$ cat src/rtl/flex_viterbi_pkg.sv
// Shared types and constants for the flex Viterbi symbol core.
package flex_viterbi_pkg;

    typedef enum logic [1:0] {
        MODE_COUNT = 2'd0,
        MODE_SLICE = 2'd1,
        MODE_PRBS  = 2'd2,
        MODE_RSVD  = 2'd3
    } mode_t;

    localparam logic [6:0] LFSR_SEED = 7'h7F;
    // x^7 + x^6 + 1: feedback from the two oldest bits
    localparam logic [6:0] LFSR_TAPS = 7'b110_0000;

    function automatic logic [6:0] lfsr_step(input logic [6:0] s);
        return {s[5:0], ^(s & LFSR_TAPS)};
    endfunction

endpackage

$ cat src/rtl/flex_viterbi_core_delay.sv
// Fixed-latency register delay line with sync clear and a flush that
// zeroes every stage except the last.
module viterbi_delay_line #(
    parameter int WIDTH = 1,
    parameter int DEPTH = 1
) (
    input  logic             clk,
    input  logic             clr,
    input  logic             flush,
    input  logic [WIDTH-1:0] d,
    output logic [WIDTH-1:0] q
);

    logic [WIDTH-1:0] stg [DEPTH];

    for (genvar i = 0; i < DEPTH; i++) begin : g_stg
        localparam bit FLUSHABLE = (i < DEPTH - 1);
        logic [WIDTH-1:0] nxt;

        if (i == 0) begin : g_head
            assign nxt = d;
        end else begin : g_body
            assign nxt = stg[i-1];
        end

        always_ff @(posedge clk) begin
            if (clr || (FLUSHABLE && flush))
                stg[i] <= '0;
            else
                stg[i] <= nxt;
        end
    end

    assign q = stg[DEPTH-1];

endmodule

$ cat src/rtl/flex_viterbi_core.sv
// Symbol generator (count / slice / PRBS) with uniform H_DEPTH latency on
// data and frame control, plus frame-position sequence check and frame counter.
module flex_viterbi_core
    import flex_viterbi_pkg::*;
#(
    parameter int num_of_channels = 40,
    parameter int B_WIDTH         = 8,
    parameter int B_LEN           = 2,
    parameter int SYM_WIDTH       = 3,
    parameter int H_DEPTH         = 6
) (
    input  logic                                clk,
    input  logic                                rst,
    input  logic [B_LEN-1:0][B_WIDTH-1:0]       rse_vals,
    input  logic                                run,
    input  logic                                initialize,
    input  logic                                frame_end,
    input  logic [$clog2(num_of_channels)-1:0]  frame_position,
    input  logic [1:0]                          mode,
    output logic [B_LEN-1:0][SYM_WIDTH-1:0]     final_symbols,
    output logic                                delayed_run,
    output logic                                delayed_initialize,
    output logic                                delayed_frame_end,
    output logic [$clog2(num_of_channels)-1:0]  delayed_frame_position,
    output logic                                seq_error,
    output logic [15:0]                         frame_count
);

    localparam int POS_W = $clog2(num_of_channels);
    localparam int CTL_W = POS_W + 3;
    localparam logic [SYM_WIDTH-1:0] SYM_POS = SYM_WIDTH'(1);
    localparam logic [SYM_WIDTH-1:0] SYM_NEG = '1;
    localparam logic [POS_W-1:0]     POS_MAX = POS_W'(num_of_channels - 1);

    mode_t                          mode_q;
    logic                           count_mode;
    logic [B_LEN-1:0][SYM_WIDTH-1:0] cnt_q;
    logic [B_LEN-1:0][SYM_WIDTH-1:0] sym_s0;
    logic [6:0]                     lfsr_q;
    logic [6:0]                     lfsr_walk;
    logic [B_LEN-1:0]               prbs_bits;
    logic [POS_W-1:0]               last_pos_q;
    logic [POS_W-1:0]               next_pos;
    logic                           have_last_q;
    logic [CTL_W-1:0]               ctl_q;
    logic                           unused_rse;

    // only the sign bit of each residual value matters
    assign unused_rse = ^rse_vals;

    assign count_mode = (mode_q == MODE_COUNT) || (mode_q == MODE_RSVD);

    always_ff @(posedge clk) begin
        if (rst)
            mode_q <= MODE_COUNT;
        else if (initialize)
            mode_q <= mode_t'(mode);
    end

    always_ff @(posedge clk) begin
        if (rst) begin
            cnt_q <= '0;
        end else if (initialize) begin
            for (int jj = 0; jj < B_LEN; jj++)
                cnt_q[jj] <= SYM_POS;
        end else if (run && count_mode) begin
            for (int jj = 0; jj < B_LEN; jj++)
                cnt_q[jj] <= cnt_q[jj] + SYM_POS;
        end
    end

    // lane jj takes the jj-th of the B_LEN bits produced this cycle
    always_comb begin
        lfsr_walk = lfsr_q;
        prbs_bits = '0;
        for (int jj = 0; jj < B_LEN; jj++) begin
            lfsr_walk     = lfsr_step(lfsr_walk);
            prbs_bits[jj] = lfsr_walk[0];
        end
    end

    always_ff @(posedge clk) begin
        if (rst || initialize)
            lfsr_q <= LFSR_SEED;
        else if (run && mode_q == MODE_PRBS)
            lfsr_q <= lfsr_walk;
    end

    always_comb begin
        sym_s0 = '0;
        if (run && !initialize) begin
            for (int jj = 0; jj < B_LEN; jj++) begin
                case (mode_q)
                    MODE_SLICE: sym_s0[jj] = rse_vals[jj][B_WIDTH-1] ? SYM_NEG : SYM_POS;
                    MODE_PRBS:  sym_s0[jj] = prbs_bits[jj] ? SYM_POS : SYM_NEG;
                    default:    sym_s0[jj] = cnt_q[jj];
                endcase
            end
        end
    end

    assign next_pos = (last_pos_q == POS_MAX) ? '0 : last_pos_q + POS_W'(1);

    always_ff @(posedge clk) begin
        if (rst) begin
            seq_error   <= 1'b0;
            have_last_q <= 1'b0;
            last_pos_q  <= '0;
        end else if (initialize) begin
            seq_error   <= 1'b0;
            have_last_q <= 1'b0;
        end else if (run) begin
            if (have_last_q && frame_position != next_pos)
                seq_error <= 1'b1;
            last_pos_q  <= frame_position;
            have_last_q <= 1'b1;
        end
    end

    always_ff @(posedge clk) begin
        if (rst || initialize)
            frame_count <= '0;
        else if (delayed_frame_end && delayed_run && frame_count != 16'hFFFF)
            frame_count <= frame_count + 16'd1;
    end

    viterbi_delay_line #(
        .WIDTH (CTL_W),
        .DEPTH (H_DEPTH)
    ) u_ctl_dly (
        .clk   (clk),
        .clr   (rst),
        .flush (1'b0),
        .d     ({run, initialize, frame_end, frame_position}),
        .q     (ctl_q)
    );

    assign {delayed_run, delayed_initialize, delayed_frame_end, delayed_frame_position} = ctl_q;

    // initialize drops in-flight symbols but lets control keep flowing
    viterbi_delay_line #(
        .WIDTH (B_LEN * SYM_WIDTH),
        .DEPTH (H_DEPTH)
    ) u_sym_dly (
        .clk   (clk),
        .clr   (rst),
        .flush (initialize),
        .d     (sym_s0),
        .q     (final_symbols)
    );

endmodule

$ cat config.mk
export PLATFORM = sky130hd
export DESIGN_NAME = flex_viterbi_core
export DESIGN_NICKNAME = d
export VERILOG_FILES = /design/src/rtl/flex_viterbi_pkg.sv /design/src/rtl/flex_viterbi_core_delay.sv /design/src/rtl/flex_viterbi_core.sv
export SDC_FILE = /design/constraint.sdc
export NUM_CORES = 1
export LEC_CHECK = 0
export ABC_AREA = 1
export BUFFER_PORTS_ARGS = -buffer_cell sky130_fd_sc_hd__buf_2
export CORE_ASPECT_RATIO = 1.75
export CORE_MARGIN = 8
export CORE_UTILIZATION = 52
export CTS_CLUSTER_SIZE = 24
export DETAILED_ROUTE_END_ITERATION = 6
export MAX_ROUTING_LAYER = met4
export PLACE_DENSITY_LB_ADDON = 0.15
export SLEW_MARGIN = 20
export SYNTH_ARGS = -nofsm -noshare
export SYNTH_HDL_FRONTEND = slang
export SYNTH_SLANG_ARGS = --single-unit
$ cat constraint.sdc
create_clock -name clk -period 1.6 [get_ports clk]
set_input_delay 0.24 -clock clk [delete_from_list [all_inputs] [get_ports clk]]
set_output_delay 0.24 -clock clk [all_outputs]
set_load 0.005 [all_outputs]
# Yosys cells after proc, flatten, opt, wreduce, memory -nomap -nowiden

Memory sizes are Yosys's and may differ from the RTL's.
Cells that the tools add are included.

Register bits: 39
Latch bits: 0
Bits in writable memories: 90
ROM bits: 0
Input bits: 29
Output and inout bits: 32
Word-level logic and storage cells: 79
Memories kept: 2

Add/subtract/negate cells: 4
$mul: 0
Divide/modulo/power cells: 0
Magnitude comparators: 0
Equality and inequality tests: 6
Shift-type cells: 0
Muxes and demuxes: 28
Bitwise logic cells: 13
Reductions and logical operators: 16

Memory list:

| memory        | words | bits a word | rd ports | clocked after Yosys merged registers in | wr ports | RTL line                      | text |
|---|---|---|---|---|---|---|---|
| u_ctl_dly.stg | 6     | 9           | 6        | 0                                       | 6        | flex_viterbi_core_delay.sv:14 | `logic [WIDTH-1:0] stg [DEPTH];` |
| u_sym_dly.stg | 6     | 6           | 6        | 0                                       | 6        | flex_viterbi_core_delay.sv:14 |  |

Operators by type and width:

| kind                    | count |
|---|---|
| $mux W9                 | 6 |
| $mux W6                 | 8 |
| $add A16 B1 Y16 const B | 1 |
| $ne A16 B16 Y1 const B  | 1 |
| $reduce_xor A7 Y1       | 2 |
| $mux W3                 | 4 |
| $or A1 B1 Y1            | 12 |
| $pmux W3 S2             | 2 |
| $mux W4                 | 2 |
| $add A3 B1 Y3 const B   | 2 |
| $add A6 B1 Y6 const B   | 1 |
| $eq A6 B6 Y1 const B    | 1 |
| $logic_and A1 B1 Y1     | 6 |
| $mux W1                 | 6 |
| $ne A6 B6 Y1            | 1 |
| $eq A2 B2 Y1 const B    | 2 |
| $reduce_and A2 Y1       | 2 |
| $eq A2 B1 Y1 const B    | 1 |
| $logic_not A2 Y1        | 1 |
| $logic_or A1 B1 Y1      | 2 |
| $reduce_bool A2 Y1      | 1 |
| $reduce_or A2 Y1        | 1 |
| $logic_not A1 Y1        | 1 |
| $not A1 Y1              | 1 |

# Logic depth before layout (Yosys ltp)

Depth after elaboration: 5
Mapped depth: 12
Mapped depth without buffers: 12

# Hierarchy

A second synthesis with hierarchy kept.

Cells, all modules: 598
Area total of the unflattened synthesis: 4,860.9 µm²

By module, submodules not included:

| module                         | instances | cells each | area each (µm²) |
|---|---|---|---|
| flex_viterbi_core              | 1         | 314        | 2,099.5 |
| viterbi_delay_line (u_ctl_dly) | 1         | 170        | 1,712.9 |
| viterbi_delay_line (u_sym_dly) | 1         | 114        | 1,048.5 |

# Least setup slack after synthesis

OpenSTA, ideal clock, no wires.

Path type: register to register
Start point: reg frame_count[0]
End point: reg frame_count[9]
Library setup time: 0.120 ns
Arrival time: 1.418 ns
Required time: 1.480 ns
Setup slack: 0.061 ns
Stages on the path, launching flop included: 9
Buffers on the path: 1
Cell sequence: dfxtp_1 -> ha_1 -> nand3_2 -> nor3_1 -> nand2_2 -> nand2_4 -> buf_8 -> o21ai_0 -> nor3b_2

Word-level cells in the longest chain between the ends: 2
Elaborated cells between the ends (all ways): 3

Ends and longest elaborated chain:

| item                                                    | RTL line                 | text |
|---|---|---|
| from (decl)                                             | flex_viterbi_core.sv:26  | `output logic [15:0] frame_count` |
| from (signal assigned)                                  | flex_viterbi_core.sv:124 | `frame_count <= frame_count + 16'd1;` |
| branches (longest 2 deep; another with $add A16 B1 Y16) | -                        |  |

Parallel ways; which one is timed is not known.
A chain may end at the register's enable or synchronous reset.

# Worst setup path after layout

Start point: reg frame_count[1]
End point: reg frame_count[9]

The elaborated chain is that of the path after synthesis.

==> flow_summary.json <==
{
  "outcome": "completed",
  "peakVddDrop_uv": 881,
  "cts_tree": "done",
  "slew-limit-headroom_pct": 66.3,
  "period_needed_ns": 1.50,
  "placed_area_sq_mm": 0.00497,
  "clockBufferDepth": 2,
  "rows": 45,
  "core_area_sq_mm": 0.00856,
  "diodes": 0,
  "worst_slew_pin_slew_ns": 0.504,
  "cts_buffers": 17,
  "clockRootBuffer": "clkbuf_16",
  "fill_cells": 774,
  "die-width_um": 86.6,
  "final_layout_size_suffix_gt1_share_pct": 18.1,
  "port_buffers": 46,
  "hpwl_um": 5410,
  "drc_errors": 0,
  "fin_worst_skew_ns": 0.00398,
  "whs_ns": 0.0446,
  "final-max-slew-violation-count": 0,
  "place_inst": 732,
  "crit_fanout": 8,
  "use_met1_pct": 12.7,
  "routabilityCongestion": 0.861,
  "grt.busiest_layer": "met2",
  "hold_violations": 0,
  "initial_utilization_pct": 53.0,
  "layout_setup_ws_ns": 0.104,
  "first_pass_iters": 4,
  "cts.sinks": 129,
  "ys.flop_type": "dfxtp_1",
  "synthDominantCellAreaShare_pct": 56.9,
  "hp-start": "mode[1]",
  "wl_um": 8060,
  "clk_latency_ns": 0.41,
  "die_h_um": 140,
  "cp.required_ns": 1.88,
  "grt_usage_pct": 14.7,
  "syn_avg_cell_area_sq_um": 7.98,
  "cp-startpoint": "frame_count[1]",
  "fin_area_sq_mm": 0.00570,
  "worstPathArrival_ns": 1.77,
  "grt_max_degree": 69,
  "p_per_area_mw_per_mm2": 1370,
  "pre_cts_ws_ns": 0.0141,
  "post_drt_wl_per_cell_um": 10.5,
  "via_count": 3448,
  "reg2reg_from": "frame_count[1]",
  "ctsHoldBuffers": 0,
  "grt_pass1_vias": 3379,
  "syn_inst": 569,
  "crit_type": "flip-flop to flip-flop",
  "grt_overflow": 0,
  "period_share_pct": 93.5,
  "setup_violations": 0,
  "use_met2_pct": 26.2,
  "antenna_found_initial": 0,
  "drt-initial-drc-count": 109,
  "synth.distinct_cells": 32,
  "multi_input_area_sq_mm": 0.00145,
  "synth_fp_nets": 604,
  "hold_class": "input pin to flip-flop",
  "crit_path_end_kind": "flip-flop",
  "syn-cell-area_sq_mm": 0.00454,
  "synthTopCellsByArea": "dfxtp_1, inv_1, nor2_1",
  "ys_ff_latch": 129,
  "async_flop_share_pct": 0,
  "detail_route.vias_per_cell": 4.49,
  "grt_first_pass_wirelength_um": 13700,
  "max_cap_viol_count": 0,
  "use_met3_pct": 5.31,
  "seq_area_sq_mm": 0.00259,
  "dieArea_sq_mm": 0.0121,
  "synth_enable_flop_cells": 0,
  "yosysWarningCount": 0,
  "pin_count": 61,
  "ys_seq_area_share_pct": 56.9,
  "nets": 674,
  "fin_cells": 768,
  "synth.largest_area_cell": "dfxtp_1",
  "p_leak_nw": 2.46,
  "htree_levels": 4,
  "fmax_mhz": 668,
  "syn_to_final_growth_pct": 25.5,
  "critPathLaunchType": "flip-flop",
  "antenna_left": 0,
  "clk_pin_slew_worst_paths_ns": 0.05
}
==> where the power goes <==
part	leakage, nW	total [W]	internal (W)	switching [W]
Clock	0.314	0.00421	0.00290	0.00131
Sequential	1.05	0.00332	0.00328	0.0000336
Combinational	1.10	0.000268	0.0000995	0.000168
Total	2.46	0.00780	0.00628	0.00151
==> cell type report <==
type                    instances  area share (%)
flip-flops and latches        129            45.4
clock buffers                  20            7.66
multi-input cells             300            25.5
well taps                     117            2.57
repair buffers                 66            6.90
inverters                     125            8.28
clock inverters                11            3.71
==> per-layer routing <==
layer	vias to the layer above	wire length, um	part of all wire, %
met5	-	0	0
met3	12	333	4.1
met1	1549	3150	39
met4	0	187	2.3
li1	1830	-	-
met2	57	4390	55
==> worst paths after layout <==
path                         end  slack (ns)  cells after the start
max               frame_count[9]        0.10                      8
min                    mode_q[1]        0.04                      3
max reg2reg       frame_count[9]        0.10                      8
min reg2reg  u_ctl_dly.stg[2][1]        0.40                      2
==> registers in the layout, indices dropped and copies added, names as in the netlist <==
signal	flops
u_ctl_dly.stg	54
last_pos_q	6
u_sym_dly.stg	36
seq_error	1
cnt_q	6
mode_q	2
lfsr_q	7
frame_count	16
have_last_q	1
==> stage by stage <==
stage | setup TNS, ns | utilization, % | total power [W]
after detailed placement | 0 | 58.1 | 0.00365
final | 0 | 66.6 | 0.00780
after global placement | 0 | 58.1 | 0.00364
after CTS | 0 | 65.7 | 0.00788
after floorplan | 0 | - | 0.00356
after global routing | -0.00938 | 66.6 | 0.00807
==> critical path: stages, from the launching register on <==
cell and delay, ns:
dfxtp_2 0.35, ha_4 0.15, nand3_2 0.10, nor3_2 0.21
nand2_2 0.08, nand2_4 0.13, buf_4 0.14, o21ai_0 0.06
nor3b_2 0.15
==> layout by cell type, fill, tap and decap left out, drive strengths merged, types with 2 or more instances in the layout <==
| master | n |
|---|---|
| nor2 | 120 |
| o21ai | 17 |
| nand4 | 5 |
| a21oi | 21 |
| clkbuf | 20 |
| dfxtp | 129 |
| nand3 | 27 |
| a211oi | 6 |
| clkinv | 4 |
| inv | 125 |
| nand2 | 79 |
| nor3 | 5 |
| buf | 66 |
| nor3b | 2 |
| xor2 | 7 |
| bufinv | 6 |
| ha | 6 |
==> what timing repair did <==
item | 4_1_cts | 5_1_grt
pin swaps | 0 | 4
setup endpoints to repair | 3 | 12
cloned | 0 | 0
resized for setup | 1 | 12
setup buffers | 0 | 5
==> Yosys cell counts (2+ instances only) <==
cell type,number
dfxtp_1,129
inv_1,122
nor2_1,117
nand2_1,77
nand3_1,26
a21oi_1,20
o21ai_0,13
clkbuf_1,11
xor2_1,7
a211oi_1,6
ha_1,6
nand4_1,5
o21ai_1,4
inv_2,3
nor3_2,3
buf_2,2
nor2_4,2
nor3_1,2
==> kinds of logic after synthesis <==
kind of cell	share of synthesized area, %
AND/OR/NAND/NOR	22.3
AO/OA/AOI/OAI	5.73
buffers and inverters	11.9
flip-flops	56.9
adder cells (fa/ha/maj)	1.65
XOR/XNOR	1.54
Power figures use the tool's default switching activity.
